`config.mk`:
```
export PLATFORM = sky130hd
export DESIGN_NAME = draw_sprite
export DESIGN_NICKNAME = d
export VERILOG_FILES = /design/src/rtl/vga_pkg.sv /design/src/rtl/signal_delay.sv /design/src/rtl/draw_sprite.sv
export SDC_FILE = /design/constraint.sdc
export NUM_CORES = 1
export LEC_CHECK = 0
export ABC_CLOCK_PERIOD_IN_PS = 4000
export BUFFER_PORTS_ARGS = -buffer_cell sky130_fd_sc_hd__buf_2
export CORE_MARGIN = 3
export CORE_UTILIZATION = 53
export CTS_CLUSTER_SIZE = 16
export DETAILED_ROUTE_END_ITERATION = 10
export GPL_TIMING_DRIVEN = 0
export PLACE_DENSITY = 0.87
export SETUP_SLACK_MARGIN = 0.5
export SKIP_LAST_GASP = 1
export SYNTH_ARGS = -nofsm -noshare
export SYNTH_HDL_FRONTEND = slang
export SYNTH_SLANG_ARGS = --single-unit
```
`constraint.sdc`:
```
create_clock -name clk -period 4 [get_ports clk]
set_clock_uncertainty 0.15 [all_clocks]
set_input_delay 0 -clock clk [delete_from_list [all_inputs] [get_ports clk]]
set_output_delay 0 -clock clk [all_outputs]
set_load 0.01 [all_outputs]
```
`src/rtl/vga_pkg.sv`:
```
// Shared VGA constants and the packed timing-bus layout used by the sprite overlay path.
package vga_pkg;

    localparam int unsigned H_ACTIVE = 1024;
    localparam int unsigned V_ACTIVE = 768;

    localparam int unsigned CNT_W  = 11;
    localparam int unsigned RGB_W  = 12;
    localparam int unsigned POS_W  = 12;
    localparam int unsigned ADDR_W = 12;

    localparam int unsigned SPR_W_DEF = 48;
    localparam int unsigned SPR_H_DEF = 64;
    localparam logic [RGB_W-1:0] TRANSP_RGB_DEF = 12'hF0F;

    typedef struct packed {
        logic [CNT_W-1:0] hcount;
        logic             hsync;
        logic             hblnk;
        logic [CNT_W-1:0] vcount;
        logic             vsync;
        logic             vblnk;
    } timing_t;

    localparam int unsigned TIMING_W = $bits(timing_t);

    // 13-bit operands so lo+len can never wrap for 12-bit positions.
    function automatic logic in_span(input logic [12:0] c, input logic [12:0] lo,
                                     input logic [12:0] len);
        return (c >= lo) && (c < lo + len);
    endfunction

endpackage

```
`src/rtl/signal_delay.sv`:
```
// Fixed-latency shift register for a packed bus; resets every stage to zero.
module signal_delay #(
    parameter int unsigned WIDTH   = 1,
    parameter int unsigned CLK_DEL = 1
) (
    input  logic             clk,
    input  logic             rst,
    input  logic [WIDTH-1:0] din,
    output logic [WIDTH-1:0] dout
);

    logic [CLK_DEL-1:0][WIDTH-1:0] stage;

    always_ff @(posedge clk or posedge rst) begin
        if (rst) begin
            stage <= '0;
        end else begin
            stage[0] <= din;
            for (int i = 1; i < int'(CLK_DEL); i++) begin
                stage[i] <= stage[i-1];
            end
        end
    end

    assign dout = stage[CLK_DEL-1];

endmodule

```
`src/rtl/draw_sprite.sv`:
```
// Sprite overlay stage: addresses the external sprite ROM and merges its colour into the
// pixel stream, keeping all timing signals aligned with a fixed 2-clock latency.
module draw_sprite
    import vga_pkg::*;
#(
    parameter int unsigned       SPR_W      = SPR_W_DEF,
    parameter int unsigned       SPR_H      = SPR_H_DEF,
    parameter logic [RGB_W-1:0]  TRANSP_RGB = TRANSP_RGB_DEF
) (
    input  logic              clk,
    input  logic              rst,
    input  logic [CNT_W-1:0]  hcount_in,
    input  logic              hsync_in,
    input  logic              hblnk_in,
    input  logic [CNT_W-1:0]  vcount_in,
    input  logic              vsync_in,
    input  logic              vblnk_in,
    input  logic [RGB_W-1:0]  rgb_in,
    input  logic [POS_W-1:0]  xpos,
    input  logic [POS_W-1:0]  ypos,
    input  logic [RGB_W-1:0]  rom_rgb,
    output logic [ADDR_W-1:0] pixel_addr,
    output logic [CNT_W-1:0]  hcount_out,
    output logic              hsync_out,
    output logic              hblnk_out,
    output logic [CNT_W-1:0]  vcount_out,
    output logic              vsync_out,
    output logic              vblnk_out,
    output logic [RGB_W-1:0]  rgb_out
);

    logic             vsync_prev;
    logic [POS_W-1:0] x_lat;
    logic [POS_W-1:0] y_lat;

    // Position only moves on a vsync rising edge so a frame is never drawn torn.
    always_ff @(posedge clk or posedge rst) begin
        if (rst) begin
            vsync_prev <= 1'b0;
            x_lat      <= '0;
            y_lat      <= '0;
        end else begin
            vsync_prev <= vsync_in;
            if (vsync_in && !vsync_prev) begin
                x_lat <= xpos;
                y_lat <= ypos;
            end
        end
    end

    logic       hit;
    logic [5:0] x_rel;
    logic [5:0] y_rel;

    always_comb begin
        hit = in_span({2'b00, hcount_in}, {1'b0, x_lat}, 13'(SPR_W)) &&
              in_span({2'b00, vcount_in}, {1'b0, y_lat}, 13'(SPR_H));
        // Low bits of a difference depend only on the low bits of the operands.
        x_rel = hcount_in[5:0] - x_lat[5:0];
        y_rel = vcount_in[5:0] - y_lat[5:0];
    end

    logic [RGB_W-1:0] rgb1;
    logic             hit1;
    logic             blank1;

    always_ff @(posedge clk or posedge rst) begin
        if (rst) begin
            rgb1       <= '0;
            hit1       <= 1'b0;
            blank1     <= 1'b0;
            pixel_addr <= '0;
        end else begin
            rgb1       <= rgb_in;
            hit1       <= hit;
            blank1     <= hblnk_in | vblnk_in;
            pixel_addr <= hit ? {y_rel, x_rel} : '0;
        end
    end

    always_ff @(posedge clk or posedge rst) begin
        if (rst) begin
            rgb_out <= '0;
        end else if (blank1) begin
            rgb_out <= '0;
        end else if (hit1 && (rom_rgb != TRANSP_RGB)) begin
            rgb_out <= rom_rgb;
        end else begin
            rgb_out <= rgb1;
        end
    end

    timing_t timing_in;
    timing_t timing_out;

    assign timing_in = '{hcount: hcount_in, hsync: hsync_in, hblnk: hblnk_in,
                         vcount: vcount_in, vsync: vsync_in, vblnk: vblnk_in};

    signal_delay #(
        .WIDTH   (TIMING_W),
        .CLK_DEL (2)
    ) u_timing_delay (
        .clk  (clk),
        .rst  (rst),
        .din  (timing_in),
        .dout (timing_out)
    );

    assign hcount_out = timing_out.hcount;
    assign hsync_out  = timing_out.hsync;
    assign hblnk_out  = timing_out.hblnk;
    assign vcount_out = timing_out.vcount;
    assign vsync_out  = timing_out.vsync;
    assign vblnk_out  = timing_out.vblnk;

endmodule

```
==> impl_metrics.csv <==
group,metric,value,unit
floorplanning,num_rows,34,
power_and_ir_drop,total_power,3360,uW
drt,post-route-drc-count,0,
grt,grt_max_degree,65,
critical_path,r2r-start,"x_lat[4]",
floorplanning,die_y,103,um
layout,fillers,460,
grt,grt_usage,0.279,
clock_network,insertion_delay,0.51,ns
floorplanning,dieArea,10600,um^2
power_and_ir_drop,power.density,457,nW/um^2
clock_network,path_clk_slew,0.06,ns
synthesis,synth_cell_types,53,
synthesis,yosys_warnings,0,
synthesis,syn_area,5000,um^2
clock_network,cts_num_sinks,114,
synthesis,synth_area_leaders,"dfrtp_1 (57%), ha_1 (9.0%), buf_4 (3.3%)",
critical_path,cp_max_fo,10,
grt,first_global_vias,4491,
layout,areaGrowthSynthToFinish,47.0,%
layout,diodes,0,
synthesis,synthArstFlopShare,1.00,
grt,grt.overflow.total,0,
synthesis,synth_edf_count,0,
floorplanning,die_x,103,um
grt,antenna_found_initial,0,
clock_network,cts_buffer_depth,2,
critical_path,rr_endpoint,"pixel_addr[10]",
synthesis,ys_ff_latch,114,
placed_design,io_buffers,125,
grt,grt_pass1_wl,22200,um
power_and_ir_drop,peakVddDrop,0.000243,V
drt,wl_per_cell,19.4,um
synthesis,synth_nets,526,
critical_path,cp-start-kind,"register",
drt,vias,4236,
sta,hold_violations,0,
synthesis,ys.flop_type,"dfrtp_1",
layout,nNetsFinal,770,
floorplanning,start_util,0.560,
worst_hold_path,holdCritPathClass,"input port to register",
critical_path,reg2regPathDepth,10,
critical_path,critical_path.endpoint_type,"register",
sta,relSlewSlack,0.511,
synthesis,synthCells,412,
sta,fin_crit,3.05,ns
layout,drive_gt1_frac,0.309,
layout,fin_cells,777,
critical_path,crit_type,"register to register",
floorplanning,fp.coreArea,8930,um^2
sta,slew_viol_final,0,
drt,drt_iter0_drc,295,
clock_network,cts_buffers,17,
sta,finalCritPeriodShare,0.762,
power_and_ir_drop,p_leak,0.00361,uW
sta,setup_violations,0,
clock_network,cts_tree,"built",
clock_network,htree_levels,4,
drt,antenna_left,0,
synthesis,yosysSeqAreaShare,0.570,
placed_design,place_congestion,0.907,
run_status,outcome,"finished clean",
critical_path,critical_path.endpoint,"pixel_addr[10]",
worst_hold_path,min_from,"vcount_in[3]",
floorplanning,num_io_pins,126,
clock_network,root_buffer,"clkbuf_8",
drt,wirelength,15000,um
critical_path,crit_start,"x_lat[4]",
placed_design,place_ws,1.12,ns
job,max_cap_violations,0,
drt,vias_per_cell,5.45,
sta,setup_ws,0.952,ns
placed_design,placed_cells_incl_taps,646,
synthesis,synth_top_area_cell,"dfrtp_1",
synthesis,synth_top_area_share,0.570,
sta,worst_pin_slew,0.732,ns
placed_design,hpwlAfterDp,8110,um
sta,whs,0.00365,ns
sta,fmax,328,MHz
clock_network,postCtsResizedCells,0,
critical_path,reg2reg_setup_slack,0.95,ns
sta,rsz0062_at_grt,"no",
synthesis,synth_area_per_cell,12.1,um^2
critical_path,arrival,3.29,ns
critical_path,required,4.24,ns
drt,firstDrtPassIters,5,
-- critical path: stages, from the launching register on --
cell	delay (ns)
dfrtp_1	0.42
inv_1	0.11
ha_1	0.26
nor3_1	0.18
xnor2_1	0.15
ha_1	0.28
and4_1	0.19
a221o_1	0.33
o221a_4	0.33
buf_6	0.16
nor4_2	0.35
-- per-layer routing --
metal | wire, um | GRT usage | up-vias | part of all wire
met3 | 1010 | 0.0677 | 45 | 0.067
met2 | 7690 | 0.489 | 223 | 0.51
met4 | 522 | 0.126 | 0 | 0.035
met5 | 0 | 0 | - | 0
met1 | 5810 | 0.323 | 2061 | 0.39
li1 | - | - | 1907 | -
-- synthesized netlist by cell type (all sizes together) (3+ instances only) --
cell type / n
dfrtp: 114
nand2: 37
ha: 36
inv: 30
o21ai: 29
buf: 27
a21oi: 14
nor2: 13
nor4: 10
xnor2: 8
mux2i: 7
clkbuf: 6
nand4: 6
a21o: 5
nor2b: 5
mux2: 4
nand2b: 4
nand3: 4
nand4b: 4
nor4b: 4
and3: 3
and4: 3
o21a: 3
xor2: 3
-- repair_timing --
item / CTS / global route
hold endpoints to repair: 197 / 1
hold buffers: 98 / 1
endpoints found under the setup margin: 0 / 0
setup buffers: 0 / 0
-- per-stage QoR --
stage	TNS, ns	instance area [um^2]	utilization
global route	0	7350	0.823
global placement	-15.34	5760	0.645
detailed placement	0	5790	0.649
finish	0	7350	0.823
floorplan	0	5000	-
CTS	0	7340	0.822
-- cell usage in the layout (no fill, tap or decap), types with 4 or more instances in the layout --
master | netlist | final
clkinv_2 | 0 | 4
nand3_1 | 4 | 4
clkbuf_1 | 6 | 7
nand4_1 | 6 | 6
nor2b_1 | 5 | 5
mux2i_1 | 7 | 7
mux2_2 | 4 | 4
xnor2_1 | 8 | 8
inv_1 | 30 | 29
a21o_1 | 5 | 5
o21ai_0 | 28 | 28
buf_2 | 3 | 128
clkbuf_16 | 0 | 16
clkinvlp_4 | 0 | 4
nor2_1 | 13 | 13
nand2b_1 | 4 | 4
ha_1 | 36 | 36
a21oi_1 | 14 | 14
dlygate4sd3_1 | 0 | 99
nand2_1 | 37 | 37
buf_4 | 22 | 22
nor4_2 | 10 | 10
nand4b_1 | 4 | 4
dfrtp_1 | 114 | 114
-- sequential cells by signal, summed over array words and instances, names as in the netlist --
name,cells
u_timing_delay.dout,26
u_timing_delay.stage,26
x_lat,12
hit1,1
rgb1,12
rgb_out,12
blank1,1
pixel_addr,12
y_lat,12
-- kinds of logic (layout without fill, tap and decap cells) --
logic type,count (synthesis),in the layout,share of synthesized area
fa+ha+maj,38,38,0.0980
compound gates,74,74,0.101
xor+xnor,11,11,0.0193
flops,114,114,0.570
simple gates,101,101,0.121
mux,11,11,0.0230
buf+inv,63,320,0.0675
-- worst min-delay path by stage --
stage | end | slack (ns) | cells past startpoint
after floorplan | rgb1[0] | -0.12 | 0
after global placement | rgb1[11] | -0.04 | 1
after detailed placement | rgb1[0] | -0.04 | 1
after CTS | u_timing_delay.stage[7] | 0.00004 | 2
after global routing | u_timing_delay.stage[5] | 0.01 | 2
final | u_timing_delay.stage[5] | 0.004 | 2
-- final cells by class --
class	count	area (um^2)	share of cell area
Buffer	33	225	0.0306
Multi-Input combinational cell	235	1810	0.247
Sequential cell	114	2850	0.388
Tap cell	108	135	0.0184
Inverter	30	115	0.0157
Timing Repair Buffer	225	1640	0.224
Clock inverter	13	136	0.0185
Clock buffer	19	432	0.0587
-- where the power goes --
group | leakage (uW) | switching (uW) | internal, uW | total [uW]
sequential | 0.00139 | 47.7 | 1230 | 1280
combinational | 0.00195 | 342 | 296 | 638
clock | 0.000270 | 545 | 900 | 1440
total | 0.00361 | 934 | 2430 | 3360
No activity file was read; power rests on OpenSTA's default activity.
